### src/rtl/rv32v_lsc_sequencer_if.sv
// Signal bundle between the RV32V vector pipeline / data memory and the LSC sequencer.
// With RV32V_LSC_MASK_EN defined the bundle also carries the per-element req_mask.
interface rv32v_lsc_sequencer_if #(
    parameter int MAXVL = 32,
    parameter int IDX_W = $clog2(MAXVL)
);
    logic             req_valid;
    logic             req_ready;
    logic             req_store;
    logic             req_strided;
    logic [1:0]       req_eew;
    logic [31:0]      req_base;
    logic [31:0]      req_stride;
    logic [IDX_W:0]   req_vl;
`ifdef RV32V_LSC_MASK_EN
    logic [MAXVL-1:0] req_mask;
`endif
    logic [IDX_W-1:0] st_idx;
    logic [31:0]      st_data;
    logic [31:0]      mem_addr;
    logic             mem_ren;
    logic             mem_wen;
    logic [3:0]       mem_byte_en;
    logic [31:0]      mem_wdata;
    logic [31:0]      mem_rdata;
    logic             mem_busy;
    logic             wb_valid;
    logic [IDX_W-1:0] wb_idx;
    logic [31:0]      wb_data;
    logic             done;
    logic             fault;
    logic [IDX_W-1:0] fault_idx;
    logic             ifence;
    logic             fence_stall;

    modport slave (
        input  req_valid, req_store, req_strided, req_eew, req_base, req_stride, req_vl,
`ifdef RV32V_LSC_MASK_EN
        input  req_mask,
`endif
        input  st_data, mem_rdata, mem_busy, ifence,
        output req_ready, st_idx, mem_addr, mem_ren, mem_wen, mem_byte_en, mem_wdata,
        output wb_valid, wb_idx, wb_data, done, fault, fault_idx, fence_stall
    );

    modport master (
        output req_valid, req_store, req_strided, req_eew, req_base, req_stride, req_vl,
`ifdef RV32V_LSC_MASK_EN
        output req_mask,
`endif
        output st_data, mem_rdata, mem_busy, ifence,
        input  req_ready, st_idx, mem_addr, mem_ren, mem_wen, mem_byte_en, mem_wdata,
        input  wb_valid, wb_idx, wb_data, done, fault, fault_idx, fence_stall
    );
endinterface

### src/rtl/rv32v_lsc_sequencer.sv
// Vector load-store sequencer: serialises one vector memory instruction into element accesses.
// Optional per-element masking is enabled by defining RV32V_LSC_MASK_EN.
//
// state | meaning
// IDLE  | waiting for an instruction, req_ready = !ifence
// ISSUE | alignment check and memory access for element idx
// WB    | write-back of the captured load element
// DONE  | one-cycle completion pulse with fault status
module rv32v_lsc_sequencer #(
    parameter int MAXVL = 32,
    parameter int IDX_W = $clog2(MAXVL)
) (
    input logic                  CLK,
    input logic                  nRST,
    rv32v_lsc_sequencer_if.slave bus
);
    typedef enum logic [1:0] {IDLE, ISSUE, WB, DONE} state_t;

    localparam logic [IDX_W:0] VL_MAX = (IDX_W+1)'(MAXVL);

    state_t           state_q, state_d;
    logic [IDX_W-1:0] idx_q, idx_d;
    logic [IDX_W:0]   vl_q, vl_d;
    logic [31:0]      addr_q, addr_d;
    logic [31:0]      stride_q, stride_d;
    logic [31:0]      data_q, data_d;
    logic             store_q, store_d;
    logic [1:0]       eew_q, eew_d;
    logic             fault_q, fault_d;
    logic [IDX_W-1:0] fidx_q, fidx_d;

    logic             active;
    logic             misaligned;
    logic             last;
    logic [1:0]       off;
    logic [3:0]       be_base;
    logic [31:0]      elem_mask;
    logic [31:0]      unit_stride;

`ifdef RV32V_LSC_MASK_EN
    logic [MAXVL-1:0] mask_q, mask_d;
    assign active = mask_q[idx_q];
`else
    assign active = 1'b1;
`endif

    assign off  = addr_q[1:0];
    assign last = (({1'b0, idx_q} + (IDX_W+1)'(1)) == vl_q);

    always_comb begin
        case (eew_q)
            2'b00:   begin be_base = 4'b0001; elem_mask = 32'h0000_00FF; end
            2'b01:   begin be_base = 4'b0011; elem_mask = 32'h0000_FFFF; end
            default: begin be_base = 4'b1111; elem_mask = 32'hFFFF_FFFF; end
        endcase
    end

    always_comb begin
        case (bus.req_eew)
            2'b00:   unit_stride = 32'd1;
            2'b01:   unit_stride = 32'd2;
            default: unit_stride = 32'd4;
        endcase
    end

    always_comb begin
        case (eew_q)
            2'b00:   misaligned = 1'b0;
            2'b01:   misaligned = off[0];
            2'b10:   misaligned = (off != 2'b00);
            default: misaligned = 1'b1;
        endcase
    end

    always_comb begin
        state_d         = state_q;
        idx_d           = idx_q;
        vl_d            = vl_q;
        addr_d          = addr_q;
        stride_d        = stride_q;
        data_d          = data_q;
        store_d         = store_q;
        eew_d           = eew_q;
        fault_d         = fault_q;
        fidx_d          = fidx_q;
`ifdef RV32V_LSC_MASK_EN
        mask_d          = mask_q;
`endif
        bus.req_ready   = 1'b0;
        bus.mem_ren     = 1'b0;
        bus.mem_wen     = 1'b0;
        bus.mem_byte_en = 4'b0000;
        bus.mem_wdata   = 32'h0;
        bus.wb_valid    = 1'b0;
        bus.done        = 1'b0;

        case (state_q)
            IDLE: begin
                bus.req_ready = !bus.ifence;
                if (bus.req_valid && !bus.ifence) begin
                    idx_d    = '0;
                    addr_d   = bus.req_base;
                    stride_d = bus.req_strided ? bus.req_stride : unit_stride;
                    store_d  = bus.req_store;
                    eew_d    = bus.req_eew;
                    fault_d  = 1'b0;
                    fidx_d   = '0;
                    vl_d     = (bus.req_vl > VL_MAX) ? VL_MAX : bus.req_vl;
`ifdef RV32V_LSC_MASK_EN
                    mask_d   = bus.req_mask;
`endif
                    state_d  = (vl_d == '0) ? DONE : ISSUE;
                end
            end
            ISSUE: begin
                if (!active) begin
                    idx_d   = idx_q + IDX_W'(1);
                    addr_d  = addr_q + stride_q;
                    state_d = last ? DONE : ISSUE;
                end else if (misaligned) begin
                    fault_d = 1'b1;
                    fidx_d  = idx_q;
                    state_d = DONE;
                end else begin
                    bus.mem_ren     = !store_q;
                    bus.mem_wen     = store_q;
                    bus.mem_byte_en = be_base << off;
                    if (store_q) begin
                        bus.mem_wdata = bus.st_data << {off, 3'b000};
                    end
                    // Address and data stay put until the memory releases busy.
                    if (!bus.mem_busy) begin
                        addr_d = addr_q + stride_q;
                        if (store_q) begin
                            idx_d   = idx_q + IDX_W'(1);
                            state_d = last ? DONE : ISSUE;
                        end else begin
                            data_d  = (bus.mem_rdata >> {off, 3'b000}) & elem_mask;
                            state_d = WB;
                        end
                    end
                end
            end
            WB: begin
                bus.wb_valid = 1'b1;
                idx_d        = idx_q + IDX_W'(1);
                state_d      = last ? DONE : ISSUE;
            end
            DONE: begin
                bus.done = 1'b1;
                fault_d  = 1'b0;
                state_d  = IDLE;
            end
            default: state_d = IDLE;
        endcase
    end

    assign bus.mem_addr    = addr_q;
    assign bus.st_idx      = idx_q;
    assign bus.wb_idx      = idx_q;
    assign bus.wb_data     = data_q;
    assign bus.fault       = fault_q;
    assign bus.fault_idx   = fidx_q;
    assign bus.fence_stall = bus.ifence && (state_q != IDLE);

    always_ff @(posedge CLK) begin
        if (!nRST) begin
            state_q  <= IDLE;
            idx_q    <= '0;
            vl_q     <= '0;
            addr_q   <= '0;
            stride_q <= '0;
            data_q   <= '0;
            store_q  <= 1'b0;
            eew_q    <= 2'b00;
            fault_q  <= 1'b0;
            fidx_q   <= '0;
`ifdef RV32V_LSC_MASK_EN
            mask_q   <= '0;
`endif
        end else begin
            state_q  <= state_d;
            idx_q    <= idx_d;
            vl_q     <= vl_d;
            addr_q   <= addr_d;
            stride_q <= stride_d;
            data_q   <= data_d;
            store_q  <= store_d;
            eew_q    <= eew_d;
            fault_q  <= fault_d;
            fidx_q   <= fidx_d;
`ifdef RV32V_LSC_MASK_EN
            mask_q   <= mask_d;
`endif
        end
    end
endmodule

### src/flat_wrapper.sv
// flat-port wrapper written by rule: the top's interface ports become plain ports
module rv32v_lsc_sequencer_flat 
#(
    parameter int MAXVL = 32,
    parameter int IDX_W = $clog2(MAXVL)
)
  (CLK, nRST, bus_req_valid, bus_req_store, bus_req_strided, bus_req_eew, bus_req_base, bus_req_stride, bus_req_vl, bus_st_data, bus_mem_rdata, bus_mem_busy, bus_ifence, bus_req_ready, bus_st_idx, bus_mem_addr, bus_mem_ren, bus_mem_wen, bus_mem_byte_en, bus_mem_wdata, bus_wb_valid, bus_wb_idx, bus_wb_data, bus_done, bus_fault, bus_fault_idx, bus_fence_stall);
  rv32v_lsc_sequencer_if #(.MAXVL(MAXVL), .IDX_W(IDX_W)) bus_i ();
  input logic CLK;
  input logic nRST;
  input wire logic [$bits(bus_i.req_valid)-1:0] bus_req_valid;
  input wire logic [$bits(bus_i.req_store)-1:0] bus_req_store;
  input wire logic [$bits(bus_i.req_strided)-1:0] bus_req_strided;
  input wire logic [$bits(bus_i.req_eew)-1:0] bus_req_eew;
  input wire logic [$bits(bus_i.req_base)-1:0] bus_req_base;
  input wire logic [$bits(bus_i.req_stride)-1:0] bus_req_stride;
  input wire logic [$bits(bus_i.req_vl)-1:0] bus_req_vl;
  input wire logic [$bits(bus_i.st_data)-1:0] bus_st_data;
  input wire logic [$bits(bus_i.mem_rdata)-1:0] bus_mem_rdata;
  input wire logic [$bits(bus_i.mem_busy)-1:0] bus_mem_busy;
  input wire logic [$bits(bus_i.ifence)-1:0] bus_ifence;
  output wire logic [$bits(bus_i.req_ready)-1:0] bus_req_ready;
  output wire logic [$bits(bus_i.st_idx)-1:0] bus_st_idx;
  output wire logic [$bits(bus_i.mem_addr)-1:0] bus_mem_addr;
  output wire logic [$bits(bus_i.mem_ren)-1:0] bus_mem_ren;
  output wire logic [$bits(bus_i.mem_wen)-1:0] bus_mem_wen;
  output wire logic [$bits(bus_i.mem_byte_en)-1:0] bus_mem_byte_en;
  output wire logic [$bits(bus_i.mem_wdata)-1:0] bus_mem_wdata;
  output wire logic [$bits(bus_i.wb_valid)-1:0] bus_wb_valid;
  output wire logic [$bits(bus_i.wb_idx)-1:0] bus_wb_idx;
  output wire logic [$bits(bus_i.wb_data)-1:0] bus_wb_data;
  output wire logic [$bits(bus_i.done)-1:0] bus_done;
  output wire logic [$bits(bus_i.fault)-1:0] bus_fault;
  output wire logic [$bits(bus_i.fault_idx)-1:0] bus_fault_idx;
  output wire logic [$bits(bus_i.fence_stall)-1:0] bus_fence_stall;
  assign bus_i.req_valid = bus_req_valid;
  assign bus_i.req_store = bus_req_store;
  assign bus_i.req_strided = bus_req_strided;
  assign bus_i.req_eew = bus_req_eew;
  assign bus_i.req_base = bus_req_base;
  assign bus_i.req_stride = bus_req_stride;
  assign bus_i.req_vl = bus_req_vl;
  assign bus_i.st_data = bus_st_data;
  assign bus_i.mem_rdata = bus_mem_rdata;
  assign bus_i.mem_busy = bus_mem_busy;
  assign bus_i.ifence = bus_ifence;
  assign bus_req_ready = bus_i.req_ready;
  assign bus_st_idx = bus_i.st_idx;
  assign bus_mem_addr = bus_i.mem_addr;
  assign bus_mem_ren = bus_i.mem_ren;
  assign bus_mem_wen = bus_i.mem_wen;
  assign bus_mem_byte_en = bus_i.mem_byte_en;
  assign bus_mem_wdata = bus_i.mem_wdata;
  assign bus_wb_valid = bus_i.wb_valid;
  assign bus_wb_idx = bus_i.wb_idx;
  assign bus_wb_data = bus_i.wb_data;
  assign bus_done = bus_i.done;
  assign bus_fault = bus_i.fault;
  assign bus_fault_idx = bus_i.fault_idx;
  assign bus_fence_stall = bus_i.fence_stall;
  rv32v_lsc_sequencer #(.MAXVL(MAXVL), .IDX_W(IDX_W)) u_core (.CLK(CLK), .nRST(nRST), .bus(bus_i));
endmodule
### config.mk
export PLATFORM = sky130hd
export DESIGN_NAME = rv32v_lsc_sequencer_flat
export DESIGN_NICKNAME = d
export VERILOG_FILES = /design/src/rtl/rv32v_lsc_sequencer_if.sv /design/src/rtl/rv32v_lsc_sequencer.sv /design/src/flat_wrapper.sv
export SDC_FILE = /design/constraint.sdc
export NUM_CORES = 1
export LEC_CHECK = 0
export BUFFER_PORTS_ARGS = -buffer_cell sky130_fd_sc_hd__buf_2
export CAP_MARGIN = 15
export CORE_UTILIZATION = 30
export CTS_BUF_LIST = sky130_fd_sc_hd__clkbuf_8
export DETAILED_ROUTE_END_ITERATION = 8
export MAX_ROUTING_LAYER = met4
export PLACE_DENSITY = 0.54
export SLEW_MARGIN = 10
export SYNTH_ARGS = -nofsm -noshare
export SYNTH_HDL_FRONTEND = slang
export SYNTH_SLANG_ARGS = --single-unit
### constraint.sdc
create_clock -name CLK -period 3.8 [get_ports CLK]
set_input_delay 0.57 -clock CLK [delete_from_list [all_inputs] [get_ports CLK]]
set_output_delay 0.57 -clock CLK [all_outputs]
set_load 0.02 [all_outputs]
==> After elaboration in Yosys (flattened, before gate mapping) <==
Index checks and enable logic that the tools add are counted.
{ "totals": {"regBits": 118, "output_inout_bits": 122, "elab_cells": 93} }
{ "classes": {"add_sub_neg": 3, "n_lt_le_gt_ge": 1, "n_eq_ne": 13, "shift": 3, "muxes": 39, "n_bitwise": 4, "reduce_logical": 20} }
{ "op_table": {"columns": ["operator", "n"], "rows": [
  ["$mux W32", 7],
  ["$pmux W32 S2", 2],
  ["$add A32 B32 Y32", 1],
  ["$and A32 B32 Y32", 1],
  ["$shl A32 B5 Y32", 1],
  ["$shr A32 B5 Y32", 1],
  ["$mux W5", 5],
  ["$pmux W5 S3", 1],
  ["$mux W2", 6],
  ["$pmux W5 S2", 1],
  ["$mux W1", 9],
  ["$mux W4", 2],
  ["$pmux W2 S4", 1],
  ["$pmux W4 S2", 1],
  ["$reduce_and A4 Y1", 2],
  ["$add A5 B1 Y6 const B", 1],
  ["$eq A2 B1 Y1 const B", 3],
  ["$eq A2 B2 Y1 const B", 3],
  ["$eq A6 B6 Y1", 1],
  ["$gt A6 B6 Y1 const B", 1],
  ["$logic_not A2 Y1", 3],
  ["$logic_not A6 Y1", 1],
  ["$mux W6", 1],
  ["$ne A2 B1 Y1 const B", 3],
  ["14 further kinds", 25]
]} }

==> Depth between registers and ports, before layout <==
Gate-level depths: netlist of run 1.
{ "logic_depth": {"depth_word": 7, "ltp_mapped": 10} }

==> Least setup slack after synthesis of run 1 <==
Ideal clock, no wire load.
{ "synth_path": {"path_type": "register -> output", "from": "reg u_core.addr_q[0] (netlist: u_core.bus.mem_addr[0])", "to": "out bus_mem_wdata[29]", "arrival_time_ps": 2323, "required_ps": 3230, "setup_slack_ps": 907, "stages_incl_launch_ff": 7, "cell_sequence": "dfxtp_1 -> buf_2 -> buf_1 -> clkbuf_1 -> buf_2 -> a211oi_1 -> a211oi_1"} }
{ "synth_between": {"elab_chain_len": 4} }
{ "synth_rtl": {"columns": ["item", "line", "text"], "rows": [
  ["from (decl)", "rv32v_lsc_sequencer.sv:24", "logic [31:0] addr_q, addr_d;"],
  ["from (signal assigned)", "rv32v_lsc_sequencer.sv:185", "addr_q <= addr_d;"],
  ["$shl A32 B5 Y32 or $reduce_bool A2 Y1 (tied branches)", "rv32v_lsc_sequencer.sv:129, rv32v_lsc_sequencer.sv:70", null],
  ["$mux W32 or $pmux W1 S3 (tied branches)", "rv32v_lsc_sequencer.sv:128, rv32v_lsc_sequencer.sv:67", null],
  ["$mux W32 (*)", "rv32v_lsc_sequencer.sv:120", "end else if (misaligned) begin"],
  ["$mux W32 (*)", "rv32v_lsc_sequencer.sv:97", "case (state_q)"],
  ["to (decl)", "flat_wrapper.sv:28", "output wire logic [$bits(bus_i.mem_wdata)-1:0] bus_mem_wdata;"]
]} }
Mark *: on every way between the ends. The rest lies on a longest branch, timed or not.

==> Final worst setup path of run 1 <==
{ "layout_path": {"from": "reg u_core.addr_q[0] (netlist: u_core.bus.mem_addr[0])", "to": "out bus_mem_wdata[17]"} }
Same word-level chain as after synthesis.

==> flow_summary_export.csv, run 1 <==
group,metric,value,unit
floorplan,dieArea,26610,um2
power_and_ir_drop,p_per_area,541.5,nW/um2
power_and_ir_drop,p_comb_frac,0.470,
drt,detail-route-antenna-nets,0,
drt,wl_per_cell,17.44,um
setup_path,critPathLaunch,"u_core.bus.mem_addr[0]$_SDFFE_PN0P_",
clock_network,path_clk_slew,0.07,ns
drt,viasPerCell,5.262,
cells_and_area,final_cell_mix,"264 x buf_2, 147 x a21oi_1, 118 x nand2_1",
cells_and_area,nFillCells,2746,
sta,finalHoldViolations,0,
sta,maxSlewHeadroom,0.2975,
power_and_ir_drop,clockPowerShare,0.233,
floorplan,initial_core_util,0.3076,
floorplan,rows,58,
power_and_ir_drop,vdd_ir_drop_max,0.2316,mV
yosys,synth_edf_count,0,
power_and_ir_drop,p_int,2.963,mW
clock_network,cts_tree,"yes",
cells_and_area,stdcell_area,9756,um2
hold_path,min_to,"u_core.store_q$_SDFFE_PN0P_",
clock_network,cts.sinks,118,
yosys,yosys.area_share.adder,0.06200,
setup_path,rr_endpoint,"u_core.bus.mem_addr[26]$_SDFFE_PN0P_",
yosys,synth_seq_cells,118,
global_routing,grt_overflow,0,
cells_and_area,area_growth,25.23,%
clock_network,clock_path_buffers,2,
yosys,ys_seq_area_frac,0.3032,
sta,whs,0.3646,ns
hold_path,hold_path.class,"input port to register",
clock_network,htree_levels,4,
global_routing,grt_pass1_wl,42.97,mm
sta,min_period_over_period,0.8660,
drt,wl_met3,1.458,mm
setup_path,setup.worst_path.start_class,"register",
sta,fmax,0.3039,GHz
setup_path,path_class,"register to output port",
setup_path,endpoint_kind,"output port",
setup_path,worstPathRequired,3.23,ns
yosys,netlist_instances,1040,
power_and_ir_drop,p_seq_frac,0.297,
hold_path,hold_start,"bus_req_store",
setup_path,r2r_cells,10,
sta,finClkSkew,0.01107,ns
drt,vias,8429,
setup_path,r2r_slack,0.99,ns
setup_path,path_max_fanout,71,
yosys,muxShareOfSynthArea,0.05943,
global_routing,grt_max_degree,72,
drt,drt_iter0_drc,616,
yosys,ys_types,62,
cells_and_area,drive_above_1_share,0.2664,
sta,slew_violations,0,
global_routing,grt_usage,0.2132,
global_routing,grt_pass1_vias,7973,
yosys,synth_compound_area_frac,0.2570,
run_status,outcome,"complete, no violations",
placed_design,hpwlAfterDp,21.01,mm
sta,min_period,3.291,ns
floorplan,ios,265,
setup_path,r2r_start,"u_core.bus.mem_addr[1]$_SDFFE_PN0P_",
cells_and_area,regArea,2365,um2
sta,setup_viol,0,
global_routing,antenna_found_initial,3,
clock_network,ctsHoldBuffers,0,
clock_network,cts_root_buffer,"clkbuf_8",
yosys,synth_top_family_by_area,"compound AO/OA/AOI/OAI gates",
yosys,async_flop_share,0,
clock_network,clock_latency,0.45,ns
sta,setup_tns,0,ns
floorplan,die_y,163.1,um
hold_path,hold_depth,3,
cells_and_area,layout.nets,1440,
clock_network,ctsResizeCount,0,
power_and_ir_drop,swShare,0.4392,
yosys,yosysWarningCount,0,
placed_design,io_buffers,264,
yosys,netlist_area,7790,um2
sta,tightest_slew,1.054,ns
power_and_ir_drop,p_leak,4.225,nW
power_and_ir_drop,p_switching,2.320,mW
drt,first_pass_iters,6,
placed_design,dp.cells,1570,
drt,met1_length,12.62,mm
setup_path,cp.arrival,2.72,ns
yosys,synth_xor_area_frac,0.03501,
placed_design,place_congestion,0.9246,
yosys,avgSynthCellArea,7.490,um2
drt,route.detailed.drc,0,
power_and_ir_drop,totalPowerFinal,5.283,mW
cells_and_area,final_cells,1602,
placed_design,placed_area,9344,um2
yosys,synth_nets,1221,
run,drv_cap,0,
cells_and_area,final_common_cell,"buf_2",
yosys,synth-main-ff-cell,"dfxtp_1",
clock_network,cts_buffers,17,
clock_network,post_cts_buffers,0,
floorplan,core_region_area,25330,um2
sta,grt_setup_unrepaired,"false",
drt,wl,27.94,mm
drt,routed.top_layer,"met4",
cells_and_area,multi_input_area,5034,um2
floorplan,die_x,163.1,um
yosys,synth-simple-area-share,0.2316,
drt,wl_met2,13.25,mm
Yosys cell counts (8+ instances only):
master	instances	area, um2
xnor2_1	20	175.2
inv_1	15	56.30
a21o_1	19	142.6
xor2_1	8	70.07
clkbuf_1	64	240.2
nand3_1	66	330.3
nor2b_1	18	112.6
buf_1	8	30.03
a211oi_1	48	360.4
nand4_1	9	56.30
nor3_1	29	145.1
ha_1	37	462.9
and3_1	17	106.4
o21ai_0	45	225.2
mux2i_1	44	440.4
a21oi_1	147	735.7
dfxtp_1	118	2362
nand2_1	118	442.9
nor2_1	88	330.3
metrics by stage:
step	setup slack, ns	util
CTS	0.4926	0.3849
global route	0.2773	0.3852
floorplan	0.9070	-
finish	0.5093	0.3852
detailed placement	0.9898	0.3689
global placement	1.068	0.3689
power groups by stage:
stage | Clock (mW) | Sequential [mW] | Combinational (mW)
2_1_floorplan | 0 | 1.71 | 1.60
3_3_place_gp | 0 | 1.60 | 2.47
3_5_place_dp | 0 | 1.60 | 2.49
4_1_cts | 1.26 | 1.57 | 2.50
5_1_grt | 1.32 | 1.60 | 2.74
6_report | 1.23 | 1.57 | 2.48
registers in the layout, summed over array words and instances, names as in the netlist:
register	flops
u_core.bus.fault_idx	5
u_core.vl_q	6
u_core.bus.fault	1
u_core.store_q	1
u_core.eew_q	2
u_core.bus.mem_addr	32
u_core.stride_q	32
u_core.bus.wb_data	32
u_core.bus.st_idx	5
u_core.state_q	2
worst max path at each step:
stage                                   end  cells past startpoint
after CTS                 bus_mem_wdata[22]                      6
after detailed placement  bus_mem_wdata[22]                      6
after global routing      bus_mem_wdata[16]                      6
after global placement    bus_mem_wdata[17]                      6
final                     bus_mem_wdata[17]                      6
after floorplan           bus_mem_wdata[29]                      6
area by class of cell:
cell class,instances,area share
Antenna cell,3,0.0007695
Sequential cell,118,0.2424
Clock buffer,20,0.02822
Multi-Input combinational cell,822,0.5160
Timing Repair Buffer,284,0.1508
Clock inverter,9,0.01321
Inverter,16,0.006284
Tap cell,330,0.04232
layer usage:
metal  vias up  track usage
li1       4207            -
met1      3895       0.2648
met4         0      0.06712
met5         -            -
met2       288       0.3482
met3        39      0.03809
logic make-up after synthesis:
family / after synthesis
AND/OR/NAND/NOR: 385
AO/OA/AOI/OAI: 324
flip-flops: 118
buffers and inverters: 100
multiplexers: 46
adder cells (fa/ha/maj): 38
XOR/XNOR: 29
worst max-delay path: stages (launching register included):
cell     delay, ns
dfxtp_2       0.39
buf_4         0.62
nor2b_1       0.61
buf_4         0.28
a21oi_1       0.07
nor2_1        0.08
buf_2         0.18
No activity file was read; power rests on OpenSTA's default activity.
==> run 2, diff against run 1 <==
--- a/config.mk
+++ b/config.mk
@@ -11,7 +11,7 @@
 export CTS_BUF_LIST = sky130_fd_sc_hd__clkbuf_8
 export DETAILED_ROUTE_END_ITERATION = 8
 export MAX_ROUTING_LAYER = met4
-export PLACE_DENSITY = 0.54
+export PLACE_DENSITY = 0.56
 export SLEW_MARGIN = 10
 export SYNTH_ARGS = -nofsm -noshare
 export SYNTH_HDL_FRONTEND = slang
==> constraint.sdc (replaced) <==
create_clock -name CLK -period 2.7 [get_ports CLK]
set_input_delay 0.54 -clock CLK [delete_from_list [all_inputs] [get_ports CLK]]
set_output_delay 0.54 -clock CLK [all_outputs]
set_load 0.02 [all_outputs]
==> run 2 against run 1 <==
  * Non-clock buffer count grew 35
  * Core utilization grew 3.2 points
  * Setup slack worse by 0.47 ns
  * Via count rose by 2.1%
  * Register-to-register slack got worse by 0.90 ns
  * Critical path depth increased by 4
  * Critical endpoint is now bus_mem_wdata[24]
  * Sequential cell count did not move
  * Clock power increased by 59%
  * First-iteration DRC count is 19% higher
==> flow_summary_export.csv, run 2 (synthesized netlist as in run 1, its figures left out) <==
group,metric,value,unit
cells_and_area,layout.nets,1476,
clock_network,clock_latency,0.44,ns
hold_path,hold_depth,3,
run,drv_cap,0,
setup_path,setup.worst_path.start_class,"register",
floorplan,die_x,163.1,um
placed_design,pre_cts_slack,0.08727,ns
clock_network,cts_tree,"yes",
cells_and_area,n_antenna_cell,0,
placed_design,io_buffers,264,
cells_and_area,area_growth,35.50,%
global_routing,grt_pass1_wl,44.10,mm
hold_path,min_to,"u_core.store_q$_SDFFE_PN0P_",
floorplan,initial_core_util,0.3076,
sta,slew_violations,0,
clock_network,path_clk_slew,0.08,ns
setup_path,rr_endpoint,"u_core.bus.mem_addr[17]$_SDFFE_PN0P_",
hold_path,hold_start,"bus_req_store",
power_and_ir_drop,p_per_area,766.9,nW/um2
drt,viasPerCell,5.256,
floorplan,rows,58,
hold_path,hold_path.class,"input port to register",
drt,vias,8609,
clock_network,cts_root_buffer,"clkbuf_8",
clock_network,clock_path_buffers,2,
global_routing,grt_usage,0.2174,
sta,fin_ws,0.04105,ns
run_status,outcome,"complete, no violations",
sta,min_period,2.659,ns
floorplan,core_region_area,25330,um2
power_and_ir_drop,p_leak,4.476,nW
placed_design,hpwlAfterDp,20.89,mm
sta,finalHoldViolations,0,
global_routing,grt_overflow,0,
setup_path,path_max_fanout,7,
drt,wl,28.58,mm
sta,finClkSkew,0.008562,ns
drt,wl_per_cell,17.45,um
drt,drt_iter0_drc,730,
drt,detail-route-antenna-nets,0,
clock_network,cts_buffers,17,
power_and_ir_drop,vdd_ir_drop_max,0.3654,mV
cells_and_area,nFillCells,2639,
setup_path,path_class,"register to output port",
cells_and_area,final_cell_mix,"237 x buf_2, 145 x a21oi_1, 117 x nand2_1",
cells_and_area,final_common_cell,"buf_2",
drt,route.detailed.drc,0,
global_routing,antenna_found_initial,0,
cells_and_area,drive_above_1_share,0.3326,
sta,tightest_slew,0.6874,ns
drt,first_pass_iters,7,
setup_path,worstPathRequired,2.16,ns
sta,fmax,0.3761,GHz
sta,maxSlewHeadroom,0.5418,
sta,min_period_over_period,0.9848,
setup_path,r2r_start,"u_core.bus.mem_addr[2]$_SDFFE_PN0P_",
clock_network,cts.sinks,118,
sta,setup_viol,0,
setup_path,r2r_slack,0.09,ns
global_routing,grt_pass1_vias,8100,
global_routing,grt_max_degree,56,
placed_design,place_congestion,0.8988,
cells_and_area,stdcell_area,10560,um2
setup_path,critPathLaunch,"u_core.bus.mem_addr[0]$_SDFFE_PN0P_",
floorplan,die_y,163.1,um
placed_design,placed_area,9627,um2
setup_path,r2r_cells,8,
sta,grt_setup_unrepaired,"true",
setup_path,cp.arrival,2.12,ns
floorplan,ios,265,
setup_path,endpoint_kind,"output port",
floorplan,dieArea,26610,um2
clock_network,ctsHoldBuffers,0,
clock_network,htree_levels,4,
## run 2: changes by cell type in the layout (fill, tap and decap cells not counted), moves of 9 or more
| cell | previous run | this run |
|---|---|---|
| buf_4 | 20 | 62 |
| a211oi_1 | 48 | 39 |
| nor2_2 | 0 | 9 |
| buf_2 | 264 | 237 |
| nor3_2 | 2 | 11 |
| nor3_1 | 29 | 19 |
| nor2_1 | 88 | 76 |
| buf_6 | 0 | 13 |
| a211oi_2 | 0 | 9 |
## run 2: per-stage QoR
step | total power [mW] | instances | util | hold slack [ns] | TNS (ns)
floorplan | 4.710 | 1040 | - | 0.4356 | -0.02673
global placement | 5.932 | 1593 | 0.3801 | 0.4382 | 0
detailed placement | 5.951 | 1593 | 0.3801 | 0.4456 | 0
CTS | 8.021 | 1631 | 0.4061 | 0.3063 | -0.2916
global route | 8.621 | 1638 | 0.4168 | 0.3253 | -1.002
finish | 8.094 | 1638 | 0.4168 | 0.3380 | 0
## run 2: what timing repair did
action | 4_1_cts | 5_1_grt
gates resized for setup | 34 | 59
pin swaps | 0 | 12
cloned | 3 | 1
setup endpoints to repair | 34 | 40
buffers inserted | 3 | 6
## run 2: worst max-delay path by stage
stage,endpoint,slack (ns),depth (start not counted)
floorplan,bus_mem_byte_en[0],-0.03,5
CTS,bus_mem_wdata[24],-0.05,9
global route,bus_mem_wdata[24],-0.09,9
detailed placement,u_core.bus.mem_addr[20]$_SDFFE_PN0P_,0.09,9
finish,bus_mem_wdata[24],0.04,10
global placement,u_core.bus.mem_addr[20]$_SDFFE_PN0P_,0.11,9
## run 2: power by group
group | internal, mW | switching, mW | leakage, nW | total, mW
logic | 1.46 | 2.48 | 3.28 | 3.93
registers | 1.99 | 0.222 | 0.960 | 2.21
clock network | 1.14 | 0.803 | 0.231 | 1.95
## run 2: metal layers
| metal | track usage | vias to the layer above | share of wire | wire length, um |
|---|---|---|---|---|
| li1 | - | 4257 | - | - |
| met1 | 0.2688 | 4029 | 0.44 | 12710 |
| met2 | 0.3600 | 296 | 0.49 | 13870 |
| met3 | 0.04266 | 27 | 0.056 | 1588 |
| met4 | 0.05480 | 0 | 0.015 | 415 |
| met5 | - | - | 0 | 0 |
## run 2: final cells by class
cell class	instances	area, um2	area share
well taps	330	412.9	0.03912
clock buffers	19	261.5	0.02477
inverters	16	68.82	0.006520
repair inverters	1	7.507	0.0007112
clock inverters	13	202.7	0.01920
flip-flops and latches	118	2369	0.2244
multi-input cells	822	5280	0.5002
repair buffers	319	1953	0.1850
## run 2: critical path: stages, from the launching register on
cell and delay (ns):
dfxtp_2 0.33, buf_6 0.13, nor3_4 0.18, buf_6 0.13, nor2_4 0.04, nor2_4 0.12, nand2_4 0.11, buf_12 0.17
buf_16 0.13, a211oi_2 0.15, buf_4 0.17
==> run 3, diff against run 2 <==
--- a/config.mk
+++ b/config.mk
@@ -7,11 +7,11 @@
 export LEC_CHECK = 0
 export BUFFER_PORTS_ARGS = -buffer_cell sky130_fd_sc_hd__buf_2
 export CAP_MARGIN = 15
-export CORE_UTILIZATION = 30
+export CORE_UTILIZATION = 48
 export CTS_BUF_LIST = sky130_fd_sc_hd__clkbuf_8
 export DETAILED_ROUTE_END_ITERATION = 8
 export MAX_ROUTING_LAYER = met4
-export PLACE_DENSITY = 0.56
+export PLACE_DENSITY = 0.82
 export SLEW_MARGIN = 10
 export SYNTH_ARGS = -nofsm -noshare
 export SYNTH_HDL_FRONTEND = slang
==> run 3 against run 2 <==
  * Critical path depth decreased by 1
  * Final cell count decreased by 7.8%
  * Setup slack improved by 0.045 ns
  * Combinational power decreased by 4%
  * Sequential share of layout area increased by 1.2 points
  * First-iteration DRC count decreased by 15%
==> flow_summary_export.csv, run 3 (synthesized netlist as in run 1, its figures left out) <==
group,metric,value,unit
drt,viasPerCell,5.765,
drt,met1_length,11.03,mm
cells_and_area,stdcell_area,10030,um2
cells_and_area,final_cell_mix,"260 x buf_2, 144 x a21oi_1, 117 x nand2_1",
clock_network,cts.sinks,118,
floorplan,rows,46,
cells_and_area,regArea,2367,um2
power_and_ir_drop,totalPowerFinal,7.813,mW
setup_path,path_max_fanout,6,
setup_path,path_buf_inv,0,
global_routing,grt_overflow,0,
floorplan,ios,265,
global_routing,grt_pass1_vias,7772,
clock_network,ctsHoldBuffers,0,
sta,maxSlewHeadroom,0.5083,
sta,tightest_slew,0.7376,ns
drt,wl_met2,12.53,mm
setup_path,endpoint_kind,"register",
cells_and_area,area_growth,28.73,%
sta,setup_viol,0,
sta,min_period,2.614,ns
cells_and_area,multi_input_area,5231,um2
floorplan,initial_core_util,0.4904,
global_routing,grt_max_degree,65,
clock_network,clock_path_buffers,2,
drt,route.detailed.drc,0,
global_routing,antenna_found_initial,3,
cells_and_area,layout.nets,1459,
hold_path,hold_start,"bus_req_store",
placed_design,placed_area,9408,um2
hold_path,hold_depth,3,
clock_network,cts_buffers,17,
run,drv_cap,0,
run_status,outcome,"complete, no violations",
clock_network,cts_tree,"yes",
global_routing,grt_usage,0.3150,
placed_design,io_buffers,264,
floorplan,die_y,129.4,um
setup_path,r2r_cells,9,
drt,routed.top_layer,"met4",
power_and_ir_drop,vdd_ir_drop_max,0.4565,mV
setup_path,critPathMaxStageDelay,0.40,ns
setup_path,cp.arrival,2.96,ns
setup_path,cp.depth,9,
sta,slew_violations,0,
setup_path,critPathLaunch,"u_core.bus.mem_addr[7]$_SDFFE_PN0P_",
sta,whs,0.3106,ns
clock_network,clock_latency,0.46,ns
setup_path,crit_family,"compound AO/OA/AOI/OAI gates",
power_and_ir_drop,p_per_area,779.1,nW/um2
setup_path,crit_chain,"ha_1, nand4_1, a2111oi_2, nand3_1, o221ai_2, o21ai_2, xnor2_4, mux2i_1, a2111oi_2",
sta,min_period_over_period,0.9681,
cells_and_area,drive_above_1_share,0.3052,
setup_path,r2r_start,"u_core.bus.mem_addr[7]$_SDFFE_PN0P_",
sta,finClkSkew,0.01507,ns
power_and_ir_drop,p_leak,4.361,nW
clock_network,path_clk_slew,0.08,ns
drt,first_pass_iters,5,
placed_design,hpwlAfterDp,19.27,mm
drt,vias,8705,
drt,wl_per_cell,17.38,um
setup_path,setup.worst_path.start_class,"register",
drt,drt_iter0_drc,619,
floorplan,dieArea,16740,um2
drt,wl,26.24,mm
hold_path,hold_path.class,"input port to register",
clock_network,cts_root_buffer,"clkbuf_8",
placed_design,place_congestion,0.9868,
drt,detail-route-antenna-nets,0,
drt,wl_met3,2.049,mm
setup_path,worstPathRequired,3.05,ns
floorplan,die_x,129.4,um
setup_path,cp_slowest_cell,"ha_1",
clock_network,htree_levels,4,
sta,fmax,0.3826,GHz
sta,finalHoldViolations,0,
setup_path,path_class,"register to register",
cells_and_area,nFillCells,1413,
setup_path,cpMostUsedCell,"a2111oi_2",
global_routing,grt_pass1_wl,39.85,mm
floorplan,core_region_area,15890,um2
cells_and_area,final_common_cell,"buf_2",
run 3: cell count changes in the layout (fill, tap and decap cells not counted), sizes merged:
cell	previous run	this run
inv	13	17
bufinv	5	4
clkbuf	20	18
clkinv	7	5
diode	0	3
buf	318	302
run 3: path summary, 6_finish.rpt:
check | endpoint | slack, ns
setup / recovery | u_core.bus.mem_addr[31]$_SDFFE_PN0P_ | 0.09
hold / removal | u_core.store_q$_SDFFE_PN0P_ | 0.31
setup reg to reg | u_core.bus.mem_addr[31]$_SDFFE_PN0P_ | 0.09
hold reg to reg | u_core.bus.wb_data[28]$_SDFFE_PN0P_ | 0.45
run 3: area by class of cell:
| cell class | count | share of cell area |
|---|---|---|
| multi-input combinational | 822 | 0.5216 |
| sequential | 118 | 0.2361 |
| timing repair buffer | 302 | 0.1641 |
| tap | 216 | 0.02695 |
| clock buffer | 18 | 0.02470 |
| clock inverter | 14 | 0.01859 |
| inverter | 16 | 0.006737 |
| antenna | 3 | 0.0007486 |
| timing repair inverter | 1 | 0.0004991 |
run 3: metrics by stage:
stage	std cells	util	TNS [ns]	setup slack (ns)
5_1_grt	1510	0.6313	-0.04671	-0.04264
6_report	1510	0.6313	0	0.08625
2_1_floorplan	1040	-	-0.02673	-0.02673
3_3_place_gp	1473	0.5922	0	0.1373
3_5_place_dp	1473	0.5922	0	0.08173
4_1_cts	1506	0.6220	0	0.008947
run 3: report_power, final:
part	switching, mW	internal (mW)
logic	2.41	1.36
clock network	0.792	1.02
registers	0.240	1.99
total	3.44	4.37
run 3: tightest hold or removal path: cells and delay by family:
| family | cells | cell delay, ns |
|---|---|---|
| AOI/OAI and AO/OA | 1 | 0.05 |
| buffers and inverters | 1 | 0.09 |
| and+or+nand+nor | 1 | 0.04 |
run 3: routing by layer:
metal  vias up  track usage
met5         -            -
met4         0       0.1336
met3        56      0.05656
met2       387       0.5133
met1      4024       0.3815
li1       4238            -
run 3: timing repair:
item,4_1_cts,5_1_grt
gates cloned,0,1
pin swaps,1,2
endpoints found under the setup margin,34,43
hold endpoints to repair,0,0
setup buffers,1,0
gates resized for setup,10,32
